[src/rtl/note_scheduler.sv]
`default_nettype none
// ============================================================================
// Module      : note_scheduler
// Description : Frame-rate chart sequencer for the rhythm game. Launches lane
//               droppers in timed order and accumulates score and combo.
//               Optional build macro COMBO_BONUS_EN: hits landing while the
//               combo is already >= 10 are worth 15 instead of 10.
// Revision    : 1.0 - initial release
// ============================================================================
module note_scheduler #(
  parameter int NUM_LANES   = 4,
  parameter int CHART_DEPTH = 16,
  parameter int GAP_W       = 8
) (
  input  logic                           frame_clk,
  input  logic                           Reset,
  input  logic [7:0]                     keycode,
  input  logic [7:0]                     keycode_second,
  input  logic                           wr_en,
  input  logic [$clog2(CHART_DEPTH)-1:0] wr_addr,
  input  logic [$clog2(NUM_LANES)-1:0]   wr_lane,
  input  logic [GAP_W-1:0]               wr_gap,
  input  logic [$clog2(CHART_DEPTH):0]   chart_len,
  input  logic [NUM_LANES-1:0]           lane_done,
  input  logic [NUM_LANES-1:0]           lane_hit,
  output logic [NUM_LANES-1:0]           launch,
  output logic [NUM_LANES-1:0]           lane_busy,
  output logic [15:0]                    score,
  output logic [7:0]                     combo,
  output logic                           song_done
);

  localparam int AW = $clog2(CHART_DEPTH);
  localparam int LW = $clog2(NUM_LANES);
  localparam int HW = $clog2(NUM_LANES + 1);
  localparam logic [7:0] KEY_START = 8'h2C;
  localparam logic [7:0] KEY_QUIT  = 8'h01;
  localparam logic [AW:0] LEN_ONE  = (AW + 1)'(1);

  typedef enum logic [2:0] {
    S_IDLE     = 3'd0,
    S_WAIT_GAP = 3'd1,
    S_LAUNCH   = 3'd2,
    S_DRAIN    = 3'd3,
    S_DONE     = 3'd4
  } state_t;

  state_t               state_q, state_d;
  logic [AW-1:0]        idx_q, idx_d;
  logic [GAP_W-1:0]     gap_cnt_q, gap_cnt_d;
  logic [AW:0]          len_q, len_d;
  logic [NUM_LANES-1:0] launch_q, launch_d;
  logic [NUM_LANES-1:0] busy_q, busy_d;
  logic [15:0]          score_q, score_d;
  logic [7:0]           combo_q, combo_d;

  logic [LW-1:0]        chart_lane_q [CHART_DEPTH];
  logic [LW-1:0]        chart_lane_d [CHART_DEPTH];
  logic [GAP_W-1:0]     chart_gap_q  [CHART_DEPTH];
  logic [GAP_W-1:0]     chart_gap_d  [CHART_DEPTH];

  logic [NUM_LANES-1:0] valid_done;
  logic [NUM_LANES-1:0] valid_hit;
  logic [HW-1:0]        hit_cnt;
  logic                 any_miss;
  logic [17:0]          per_hit;
  logic [17:0]          score_sum;
  logic [8:0]           combo_sum;
  logic [15:0]          score_new;
  logic [7:0]           combo_new;
  logic                 results_on;
  logic                 start_key;
  logic                 quit_key;
  logic [LW-1:0]        cur_lane;
  logic [AW-1:0]        idx_next;

  assign start_key = (keycode == KEY_START) || (keycode_second == KEY_START);
  assign quit_key  = (keycode == KEY_QUIT)  || (keycode_second == KEY_QUIT);
  assign cur_lane  = chart_lane_q[idx_q];
  assign idx_next  = idx_q + 1'b1;

  // Dones on lanes with nothing in flight are discarded before scoring.
  always_comb begin
    valid_done = lane_done & busy_q;
    valid_hit  = valid_done & lane_hit;
    any_miss   = |(valid_done & ~lane_hit);
    hit_cnt    = '0;
    for (int i = 0; i < NUM_LANES; i++) begin
      hit_cnt = hit_cnt + HW'(valid_hit[i]);
    end
`ifdef COMBO_BONUS_EN
    per_hit = (combo_q >= 8'd10) ? 18'd15 : 18'd10;
`else
    per_hit = 18'd10;
`endif
    score_sum = {2'b00, score_q} + (18'(hit_cnt) * per_hit);
    combo_sum = {1'b0, combo_q} + 9'(hit_cnt);
    score_new = (score_sum > 18'h0FFFF) ? 16'hFFFF : score_sum[15:0];
    combo_new = (combo_sum > 9'h0FF) ? 8'hFF : combo_sum[7:0];
    if (any_miss) begin
      combo_new = 8'h00;
    end
  end

  always_comb begin
    chart_lane_d = chart_lane_q;
    chart_gap_d  = chart_gap_q;
    if ((state_q == S_IDLE) && wr_en) begin
      chart_lane_d[wr_addr] = wr_lane;
      chart_gap_d[wr_addr]  = wr_gap;
    end
  end

  always_comb begin
    state_d    = state_q;
    idx_d      = idx_q;
    gap_cnt_d  = gap_cnt_q;
    len_d      = len_q;
    launch_d   = '0;
    busy_d     = busy_q;
    score_d    = score_q;
    combo_d    = combo_q;
    results_on = (state_q == S_WAIT_GAP) || (state_q == S_LAUNCH) ||
                 (state_q == S_DRAIN);

    if (results_on) begin
      busy_d  = busy_q & ~valid_done;
      score_d = score_new;
      combo_d = combo_new;
    end

    case (state_q)
      S_IDLE: begin
        if (start_key) begin
          len_d   = chart_len;
          score_d = '0;
          combo_d = '0;
          busy_d  = '0;
          idx_d   = '0;
          if (chart_len == '0) begin
            state_d = S_DONE;
          end else begin
            gap_cnt_d = chart_gap_q[0];
            state_d   = S_WAIT_GAP;
          end
        end
      end
      S_WAIT_GAP: begin
        if (gap_cnt_q == '0) begin
          state_d = S_LAUNCH;
        end else begin
          gap_cnt_d = gap_cnt_q - GAP_W'(1);
        end
      end
      S_LAUNCH: begin
        // A done on the target lane this cycle frees it for the relaunch.
        if (!(busy_q[cur_lane] && !lane_done[cur_lane])) begin
          launch_d[cur_lane] = 1'b1;
          busy_d[cur_lane]   = 1'b1;
          idx_d              = idx_next;
          if ({1'b0, idx_q} == (len_q - LEN_ONE)) begin
            state_d = S_DRAIN;
          end else begin
            gap_cnt_d = chart_gap_q[idx_next];
            state_d   = S_WAIT_GAP;
          end
        end
      end
      S_DRAIN: begin
        if (busy_d == '0) begin
          state_d = S_DONE;
        end
      end
      S_DONE: begin
        if (quit_key) begin
          state_d = S_IDLE;
        end
      end
      default: begin
        state_d = S_IDLE;
      end
    endcase
  end

  always_ff @(posedge frame_clk) begin
    if (Reset) begin
      state_q   <= S_IDLE;
      idx_q     <= '0;
      gap_cnt_q <= '0;
      len_q     <= '0;
      launch_q  <= '0;
      busy_q    <= '0;
      score_q   <= '0;
      combo_q   <= '0;
    end else begin
      state_q   <= state_d;
      idx_q     <= idx_d;
      gap_cnt_q <= gap_cnt_d;
      len_q     <= len_d;
      launch_q  <= launch_d;
      busy_q    <= busy_d;
      score_q   <= score_d;
      combo_q   <= combo_d;
    end
  end

  // Chart storage deliberately has no reset so a loaded song survives Reset.
  always_ff @(posedge frame_clk) begin
    chart_lane_q <= chart_lane_d;
    chart_gap_q  <= chart_gap_d;
  end

  assign launch    = launch_q;
  assign lane_busy = busy_q;
  assign score     = score_q;
  assign combo     = combo_q;
  assign song_done = (state_q == S_DONE);

endmodule
`default_nettype wire

[config.mk]
export PLATFORM = sky130hd
export DESIGN_NAME = note_scheduler
export DESIGN_NICKNAME = d
export VERILOG_FILES = /design/src/rtl/note_scheduler.sv
export SDC_FILE = /design/constraint.sdc
export NUM_CORES = 1
export LEC_CHECK = 0
export CORE_MARGIN = 1.5
export CORE_UTILIZATION = 60
export DETAILED_ROUTE_END_ITERATION = 6
export PLACE_DENSITY_LB_ADDON = 0.3
export SETUP_SLACK_MARGIN = 0.2
export SYNTH_ARGS = -nofsm -noshare
export SYNTH_HDL_FRONTEND = slang
export SYNTH_SLANG_ARGS = --single-unit
[constraint.sdc]
create_clock -name frame_clk -period 11.1 [get_ports frame_clk]
set_input_delay 2.22 -clock frame_clk [delete_from_list [all_inputs] [get_ports frame_clk]]
set_output_delay 2.22 -clock frame_clk [all_outputs]
set_load 0.02 [all_outputs]
==> run metrics, run 1 <==
most frequent cells in the layout 160 x edfxtp_1, 78 x clkdlybuf4s50_1, 57 x nor2_1, 51 x dfxtp_1, 40 x mux4_2; reg2reg start lane_busy[0]; clock latency on the worst-skew pair 520 ps; CTS Hold Bufs 0; clock buffer depth 3; reg-to-reg endpoint score[14]; R2R setup slack 6920 ps; Placer Congestion 0.911; fraction of registers with async set or reset after synthesis 0; RSZ-0062 raised after global routing no; CTS tree built; syn avg cell area 14.0 sq um; Die Y 128 um; antenna cell count 0; Hold Fails Final Rpt 0; Final period util 0.533; Post-synth EDFFs 160; Final nets 822; count of cell types in the netlist 61; Critical Path Start Type primary input; first-pass GRT wire length 33.1 mm; largest net degree at the start of global routing 42; clock-pin slew on the worst setup and hold paths 60 ps; GRT Total Usage 0.262; relative slew slack 0.217; fillers 964; CP endpoint kind flop; Slew Limit Fails 0; Syn Std Cell Area 0.00944 sq mm; TritonRoute pass-1 iters 6; power per cell area 191 mW/mm^2; clock net sink count 212; Worst Setup EP score[14]; core area 0.0153 sq mm; GRT overflow 0; htree depth 1; yosys warns 0; Layout Skew 22.9 ps; crit-path max FO 4; min Tclk post-route 5920 ps; # DRC 0; Total Power 2120 uW; Max-Cap Viols 0; P&R area growth vs syn 17.9%; root buffer cell clkbuf_16; Util after Layout 0.729; crit path kind in -> reg; PostCTS Resize Cnt 0; commonest non-fill, non-tap cell in the layout edfxtp_1; FF-to-FF path depth 14; register area share after synthesis 0.619; synthesized net count 742; initial antenna violation count 0; top_reg_cell synth edfxtp_1; setup bufs post-CTS 0; FF+latch count, synth 212; Cell Rows 45; Setup violations, final 0; Chip Width 128 um; total leakage power 0.00376 uW; Worst Hold Class reg -> reg; num ports 79; Synth Instances 676; DRT iter0 DRCs 591; drt via density 6.38; WL final 20.9 mm; die area 0.0165 sq mm; WP data required 11450 ps; Routed Antenna Nets 0; CTS buffer count 22; Setup crit start lane_hit[0]; I/O Buffers 78; status completed; via count of the first global-routing pass 6352; critical path arrival 6270 ps; Initial Utilization 0.619; Peak supply drop 0.206 mV; Vias 6267; Slew @ Worst Pin 1170 ps; Peak Freq 169 MHz; DP Wirelength 14.0 mm; proportion of layout cells with a drive suffix above 1 0.123; Place WS 4730 ps; final worst slack 5180 ps; WL/cell 21.3 um; Setup TNS 0 ps; Hold Worst Slack 442 ps
worst min-delay path by stage:
stage	from	to	cells after the start	slack, ps
floorplan	gap_cnt_q[4]	gap_cnt_q[4]	2	460
global placement	score[0]	score[0]	2	440
detailed placement	score[0]	score[0]	2	440
CTS	score[0]	score[0]	2	450
global route	score[0]	score[0]	2	490
finish	score[0]	score[0]	2	440
report_power, final:
part / internal (uW) / switching [uW] / total, uW
logic: 228 / 259 / 487
registers: 890 / 31.8 / 921
clock network: 411 / 300 / 711
total: 1530 / 590 / 2120
cell type report:
cell class                 instances  area (sq um)  share of cell area
clock buffer                      28           603              0.0542
sequential                       212          5850               0.526
inverter                          20          75.1             0.00675
clock inverter                    12           114              0.0102
timing repair buffer              87           848              0.0763
tap                              211           264              0.0237
multi-input combinational        413          3370               0.303
worst max-delay path, cell delays in order:
cell             delay, ps
clkdlybuf4s50_1        510
nand3_1                150
fa_1                   570
inv_1                   40
ha_1                   210
ha_1                   240
ha_1                   220
ha_1                   290
ha_1                   290
inv_1                   70
o21ai_0                390
nand4_1                260
or4b_2                 680
o21ai_0                 90
nor2_1                  60
registers in the layout, indices dropped and copies added, names as in the netlist:
register,flops
combo,8
len_q,5
state_q,3
lane_busy,4
chart_gap_q,128
score,16
chart_lane_q,32
idx_q,4
launch,4
gap_cnt_q,8
layer usage:
metal | routed length [um] | GRT usage | vias up
met5 | 0 | 0 | -
met2 | 10500 | 0.451 | 289
met3 | 1310 | 0.0383 | 61
met1 | 8460 | 0.342 | 3125
met4 | 643 | 0.0998 | 0
li1 | - | - | 2792
per-stage QoR:
step,cells,cell area (sq um)
6_report,983,11100
5_1_grt,983,11100
4_1_cts,983,11100
3_5_place_dp,943,10400
3_3_place_gp,943,10400
2_1_floorplan,676,9440
kinds of logic after synthesis:
logic type               synth area share
multiplexers                        0.128
flip-flops                          0.619
AND/OR/NAND/NOR                     0.106
AO/OA/AOI/OAI                      0.0773
adder cells (fa/ha/maj)            0.0289
XOR/XNOR                           0.0158
buffers and inverters              0.0241
synthesized netlist by cell type (4+ instances only):
library cell	count	share of area
nand4_1	9	0.0060
a31oi_1	5	0.0033
nand2_1	38	0.015
or3_1	5	0.0033
ha_1	17	0.023
o21bai_1	4	0.0032
o211ai_1	4	0.0032
and4_1	4	0.0037
nor2b_1	10	0.0066
a21oi_1	28	0.015
buf_2	5	0.0027
or4_1	7	0.0056
buf_4	4	0.0032
clkbuf_1	20	0.0080
mux2i_1	20	0.021
nor3_1	20	0.011
and2_1	7	0.0046
and3_1	9	0.0060
nand2b_1	6	0.0040
edfxtp_1	160	0.51
xor2_1	8	0.0074
inv_1	20	0.0080
xnor2_1	9	0.0084
a22oi_1	4	0.0032
dfxtp_1	52	0.11
o21ai_0	21	0.011
a211oi_1	10	0.0080
mux4_2	40	0.095
a221oi_1	6	0.0056
mux2_2	4	0.0048
nand3_1	16	0.0085
nor2_1	57	0.023
No activity file was read; power rests on OpenSTA's default activity.
==> run 2: changes to the inputs <==
--- a/config.mk
+++ b/config.mk
@@ -6,7 +6,7 @@
 export NUM_CORES = 1
 export LEC_CHECK = 0
 export CORE_MARGIN = 1.5
-export CORE_UTILIZATION = 60
+export CORE_UTILIZATION = 58
 export DETAILED_ROUTE_END_ITERATION = 6
 export PLACE_DENSITY_LB_ADDON = 0.3
 export SETUP_SLACK_MARGIN = 0.2
==> constraint.sdc (replaced) <==
create_clock -name frame_clk -period 5.9 [get_ports frame_clk]
set_input_delay 1.18 -clock frame_clk [delete_from_list [all_inputs] [get_ports frame_clk]]
set_output_delay 1.18 -clock frame_clk [all_outputs]
set_load 0.02 [all_outputs]
==> run 2 against run 1 <==
Die area up 3.4%; worst hold slack better by 19 ps; register-to-register slack worse by 5200 ps; worst setup slack worse by 4200 ps; clock skew down 16 ps; core utilization down 3.0 points; highest routed layer unchanged; first-iteration DRC count up 8.6%.
==> run metrics, run 2 (synthesized netlist as in run 1, its figures left out) <==
WL/cell 21.2 um (-0.23%); via count of the first global-routing pass 6415 (+0.99%); Final nets 822 (unchanged); Cell Rows 46 (+2.2%); die area 0.0170 sq mm (+3.4%); htree depth 1 (unchanged); Final period util 0.829; Peak supply drop 0.269 mV (+31%); GRT overflow 0 (unchanged); CP endpoint kind flop; antenna cell count 0 (unchanged); GRT Total Usage 0.254 (-0.00825); grt met3 use 0.0403 (+0.00206); clock net sink count 212 (unchanged); Slew @ Worst Pin 1180 ps (+11.2 ps); crit-path max FO 4 (unchanged); WL final 21.0 mm (+0.27%); Max-Cap Viols 0 (unchanged); critical path arrival 5240 ps (-1030 ps); CTS tree built; Worst Hold Class reg -> reg; Slew Limit Fails 0 (unchanged); crit path kind in -> reg; Layout Skew 6.62 ps (-16.2 ps); status completed; Vias 6210 (-0.91%); DP Wirelength 13.9 mm (-0.59%); Critical Path Start Type primary input; WP data required 6250 ps (-5200 ps); Final Non-Filler Cells 988 (+0.51%); Setup violations, final 0 (unchanged); hold path depth 2 (unchanged); # DRC 0 (unchanged); Setup TNS 0 ps (unchanged); Chip Width 131 um (+1.7%); RSZ-0062 raised after global routing no; core area 0.0159 sq mm (+4.1%); Initial Utilization 0.594 (-0.0244); min Tclk post-route 4890 ps; Placer Congestion 0.863 (-5.3%); Top Usage Layer GRT met2; most frequent cells in the layout 160 x edfxtp_1, 78 x clkdlybuf4s50_1, 57 x nor2_1, 51 x dfxtp_1, 40 x mux4_2; root buffer cell clkbuf_16; I/O Buffers 78 (unchanged); largest net degree at the start of global routing 33 (-21%); grt met1 use 0.328 (-0.0143); num ports 79 (unchanged); power per cell area 358 mW/mm^2 (+88%); CTS buffer count 22 (unchanged); FF-to-FF path depth 14 (unchanged); Peak Freq 204 MHz; DP Cell Count 948 (+0.53%); clock-pin slew on the worst setup and hold paths 60 ps (about the same); met2 Use GR 0.441 (-0.00918); clock latency on the worst-skew pair 500 ps (-20 ps); TritonRoute pass-1 iters 5 (-1); max reg flops 128 (unchanged); setup bufs post-CTS 0 (unchanged); PostCTS Resize Cnt 0 (unchanged); Routed Antenna Nets 0 (unchanged); drt via density 6.29 (-1.4%); CTS Hold Bufs 0 (unchanged); clock buffer depth 3 (unchanged); Top reg by flops chart_gap_q; proportion of layout cells with a drive suffix above 1 0.122 (-0.00130); Hold Fails Final Rpt 0 (unchanged); commonest non-fill, non-tap cell in the layout edfxtp_1; initial antenna violation count 0 (unchanged); total leakage power 0.00375 uW (-0.17%); DRT iter0 DRCs 642 (+8.6%); P&R area growth vs syn 17.6%; Die Y 131 um (+1.7%); relative slew slack 0.208 (-0.00880); first-pass GRT wire length 32.9 mm (-0.58%)
run 2: final timing paths:
check	endpoint	startpoint	slack, ps
max	score[14]	lane_done[1]	1010
max reg2reg	score[14]	lane_busy[0]	1700
min reg2reg	score[0]	score[0]	460
min	score[0]	score[0]	460
run 2: cell type report:
type	instances	area, sq um
sequential	212	5850
fill	1072	4780
multi-input combinational	413	3370
timing repair buffer	87	848
clock buffer	26	587
tap	216	270
clock inverter	14	104
inverter	20	75.1
run 2: routing by layer:
layer,vias to the layer above,share of wire
met2,299,0.50
met3,50,0.076
met5,-,0
met4,0,0.025
met1,3072,0.40
li1,2789,-
run 2: per-stage QoR:
step                      worst slack [ps]  utilization  hold WS, ps  power (uW)  instance area (sq um)
after floorplan                       1440            -          461        2430                   9440
after global placement                 695        0.655          434        2630                  10400
after detailed placement               551        0.655          457        2670                  10400
after CTS                             1040        0.699          464        3990                  11100
after global routing                   803        0.699          475        4130                  11100
final                                 1010        0.699          461        3970                  11100
run 2: critical path, stage by stage:
cell and delay (ps):
clkdlybuf4s50_1 560, nand3_1 130, fa_1 530, inv_1 50, ha_1 220, ha_1 230, ha_1 210, ha_1 290
ha_1 300, inv_1 70, o21ai_0 390, nand4_1 260, or4b_2 670, o21ai_0 90, nor2_1 50
run 2: power breakdown:
group / total [uW] / switching (uW) / internal [uW]
registers: 1740 / 70.3 / 1670
logic: 910 / 481 / 429
clock network: 1320 / 560 / 758
==> run 3: changes to the inputs <==
--- a/config.mk
+++ b/config.mk
@@ -6,7 +6,7 @@
 export NUM_CORES = 1
 export LEC_CHECK = 0
 export CORE_MARGIN = 1.5
-export CORE_UTILIZATION = 58
+export CORE_UTILIZATION = 52
 export DETAILED_ROUTE_END_ITERATION = 6
 export PLACE_DENSITY_LB_ADDON = 0.3
 export SETUP_SLACK_MARGIN = 0.2
==> constraint.sdc (replaced) <==
create_clock -name frame_clk -period 4.1 [get_ports frame_clk]
set_input_delay 0.82 -clock frame_clk [delete_from_list [all_inputs] [get_ports frame_clk]]
set_output_delay 0.82 -clock frame_clk [all_outputs]
set_load 0.02 [all_outputs]
==> run 3 against run 2 <==
Cell area is 3.5% higher; non-clock buffer count is 36 higher; worst setup slack worse by 700 ps; combinational power is 47% higher; highest routed layer unchanged.
==> run metrics, run 3 (synthesized netlist as in run 1, its figures left out) <==
DP Wirelength 14.1 mm (+1.5%); TritonRoute pass-1 iters 7 (+2); Final nets 859 (+4.5%); total leakage power 0.00394 uW (+4.9%); die area 0.0190 sq mm (+11%); Top reg by flops chart_gap_q; CTS buffer count 23 (+4.5%); fillers 1267 (+18%); Peak supply drop 0.414 mV (+54%); Layout Skew 7.86 ps (+1.24 ps); CP top delay family adder cells; critical path arrival 4160 ps (-1080 ps); FF+latch area 0.00585 sq mm (unchanged); relative slew slack 0.134 (-0.0739); CP bufs+invs 3 (unchanged); Die Y 138 um (+5.5%); min Tclk post-route 3800 ps; Max-Cap Viols 0 (unchanged); Cell Rows 49 (+6.5%); commonest non-fill, non-tap cell in the layout edfxtp_1; GRT overflow 0 (unchanged); WL final 21.0 mm (+0.32%); multi-input logic area 0.00345 sq mm (+2.3%); Slew @ Worst Pin 1300 ps (+113 ps); crit path kind in -> reg; status completed; slowest cell on the critical path fa_1; Peak Freq 263 MHz; proportion of layout cells with a drive suffix above 1 0.178 (+0.0565); DRT iter0 DRCs 445 (-31%); I/O Buffers 78 (unchanged); Placed Area 0.0107 sq mm (+2.9%); Final Non-Filler Cells 1037 (+5.0%); Vias 6211 (+0.016%); DP Cell Count 996 (+5.1%); antenna cell count 0 (unchanged); Final period util 0.926; crit-path max FO 2 (-2); Critical Path Start Type primary input; Setup violations, final 0 (unchanged); Worst Hold Class reg -> reg; largest net degree at the start of global routing 32 (-3.0%); htree depth 1 (unchanged); Slew Limit Fails 0 (unchanged); GRT Total Usage 0.227 (-0.0270); core area 0.0179 sq mm (+13%); Hold Fails Final Rpt 0 (unchanged); Cell Chain, Critical Path clkdlybuf4s50_1, nand3_2, fa_1, inv_1, ha_2, ha_2, ha_1, ha_4, ha_4, inv_1, o21ai_2, nand4_1, or4b_4, o21ai_1, nor2_1; clock latency on the worst-skew pair 520 ps (+20 ps); CTS Hold Bufs 0 (unchanged); WP data required 4460 ps (-1790 ps); Initial Utilization 0.527 (-0.0669); Chip Width 138 um (+5.5%); CP endpoint kind flop; via count of the first global-routing pass 6236 (-2.8%); clock buffer depth 3 (unchanged); first-pass GRT wire length 32.7 mm (-0.90%); Routed Antenna Nets 0 (unchanged); WL/cell 20.3 um (-4.4%); # DRC 0 (unchanged); max reg flops 128 (unchanged); slowest stage delay, CP 540 ps (-130 ps); initial antenna violation count 0 (unchanged); most frequent cells in the layout 160 x edfxtp_1, 77 x clkdlybuf4s50_1, 57 x nor2_1, 51 x dfxtp_1, 45 x buf_4; Placer Congestion 0.859 (-0.45%); clock-pin slew on the worst setup and hold paths 60 ps (about the same); P&R area growth vs syn 21.8%; RSZ-0062 raised after global routing no; num ports 79 (unchanged); power per cell area 504 mW/mm^2 (+41%); CTS tree built; root buffer cell clkbuf_16; Final Cell Area 0.0115 sq mm (+3.5%); clock net sink count 212 (unchanged); R2R setup slack 620 ps (-1080 ps); drt via density 5.99 (-4.7%)
[run 3: changes by cell type in the layout (fill, tap and decap cells not counted), moves of 2 or more]
cell and delta:
o21ai_0 -4, ha_4 +3, ha_1 -5, ha_2 +2, buf_4 +36, clkinvlp_4 +2
nand3_2 +2, nand3_1 -2, clkinv_2 -2, o21ai_2 +3
[run 3: layout make-up]
cell class	instances	share of cell area
clock inverter	14	0.0109
tap	229	0.0249
clock buffer	26	0.0511
sequential	212	0.509
timing repair buffer	123	0.0976
multi-input combinational	413	0.300
inverter	20	0.00653
[run 3: worst reg2reg max path: cells and delay by family (launching register included)]
kind,cells,cell delay [ps]
compound gates,2,240
fa+ha+maj,6,1680
buf+inv,2,90
flops,1,460
simple gates,4,850
[run 3: final timing paths]
check | start | end | depth (start not counted)
min | score[0] | score[0] | 2
min reg2reg | score[0] | score[0] | 2
max reg2reg | lane_busy[0] | score[14] | 14
max | lane_hit[0] | score[14] | 15
[run 3: per-layer routing]
metal / GRT usage / share of wire
met4: 0.0625 / 0.022
met1: 0.307 / 0.42
met3: 0.0383 / 0.064
met2: 0.381 / 0.49
met5: 0 / 0
[run 3: what timing repair did]
item                       4_1_cts  5_1_grt
gates resized for setup          5       10
setup buffers                    1        0
setup endpoints to repair        4        6
pin swaps                        2        2
[run 3: report_power, final]
| group | internal [uW] | switching [uW] | total [uW] |
|---|---|---|---|
| logic | 657 | 682 | 1340 |
| clock network | 1100 | 839 | 1940 |
| registers | 2410 | 103 | 2510 |
| total | 4170 | 1620 | 5790 |
[run 3: stage by stage]
step | setup slack, ps | setup TNS, ps | power [uW] | util | hold slack, ps
2_1_floorplan | 204 | 0 | 3500 | - | 461
3_3_place_gp | -322 | -1600 | 3830 | 0.598 | 437
3_5_place_dp | -424 | -2300 | 3880 | 0.598 | 445
4_1_cts | 184 | 0 | 5830 | 0.639 | 454
5_1_grt | 175 | 0 | 6050 | 0.642 | 488
6_report | 305 | 0 | 5790 | 0.642 | 447
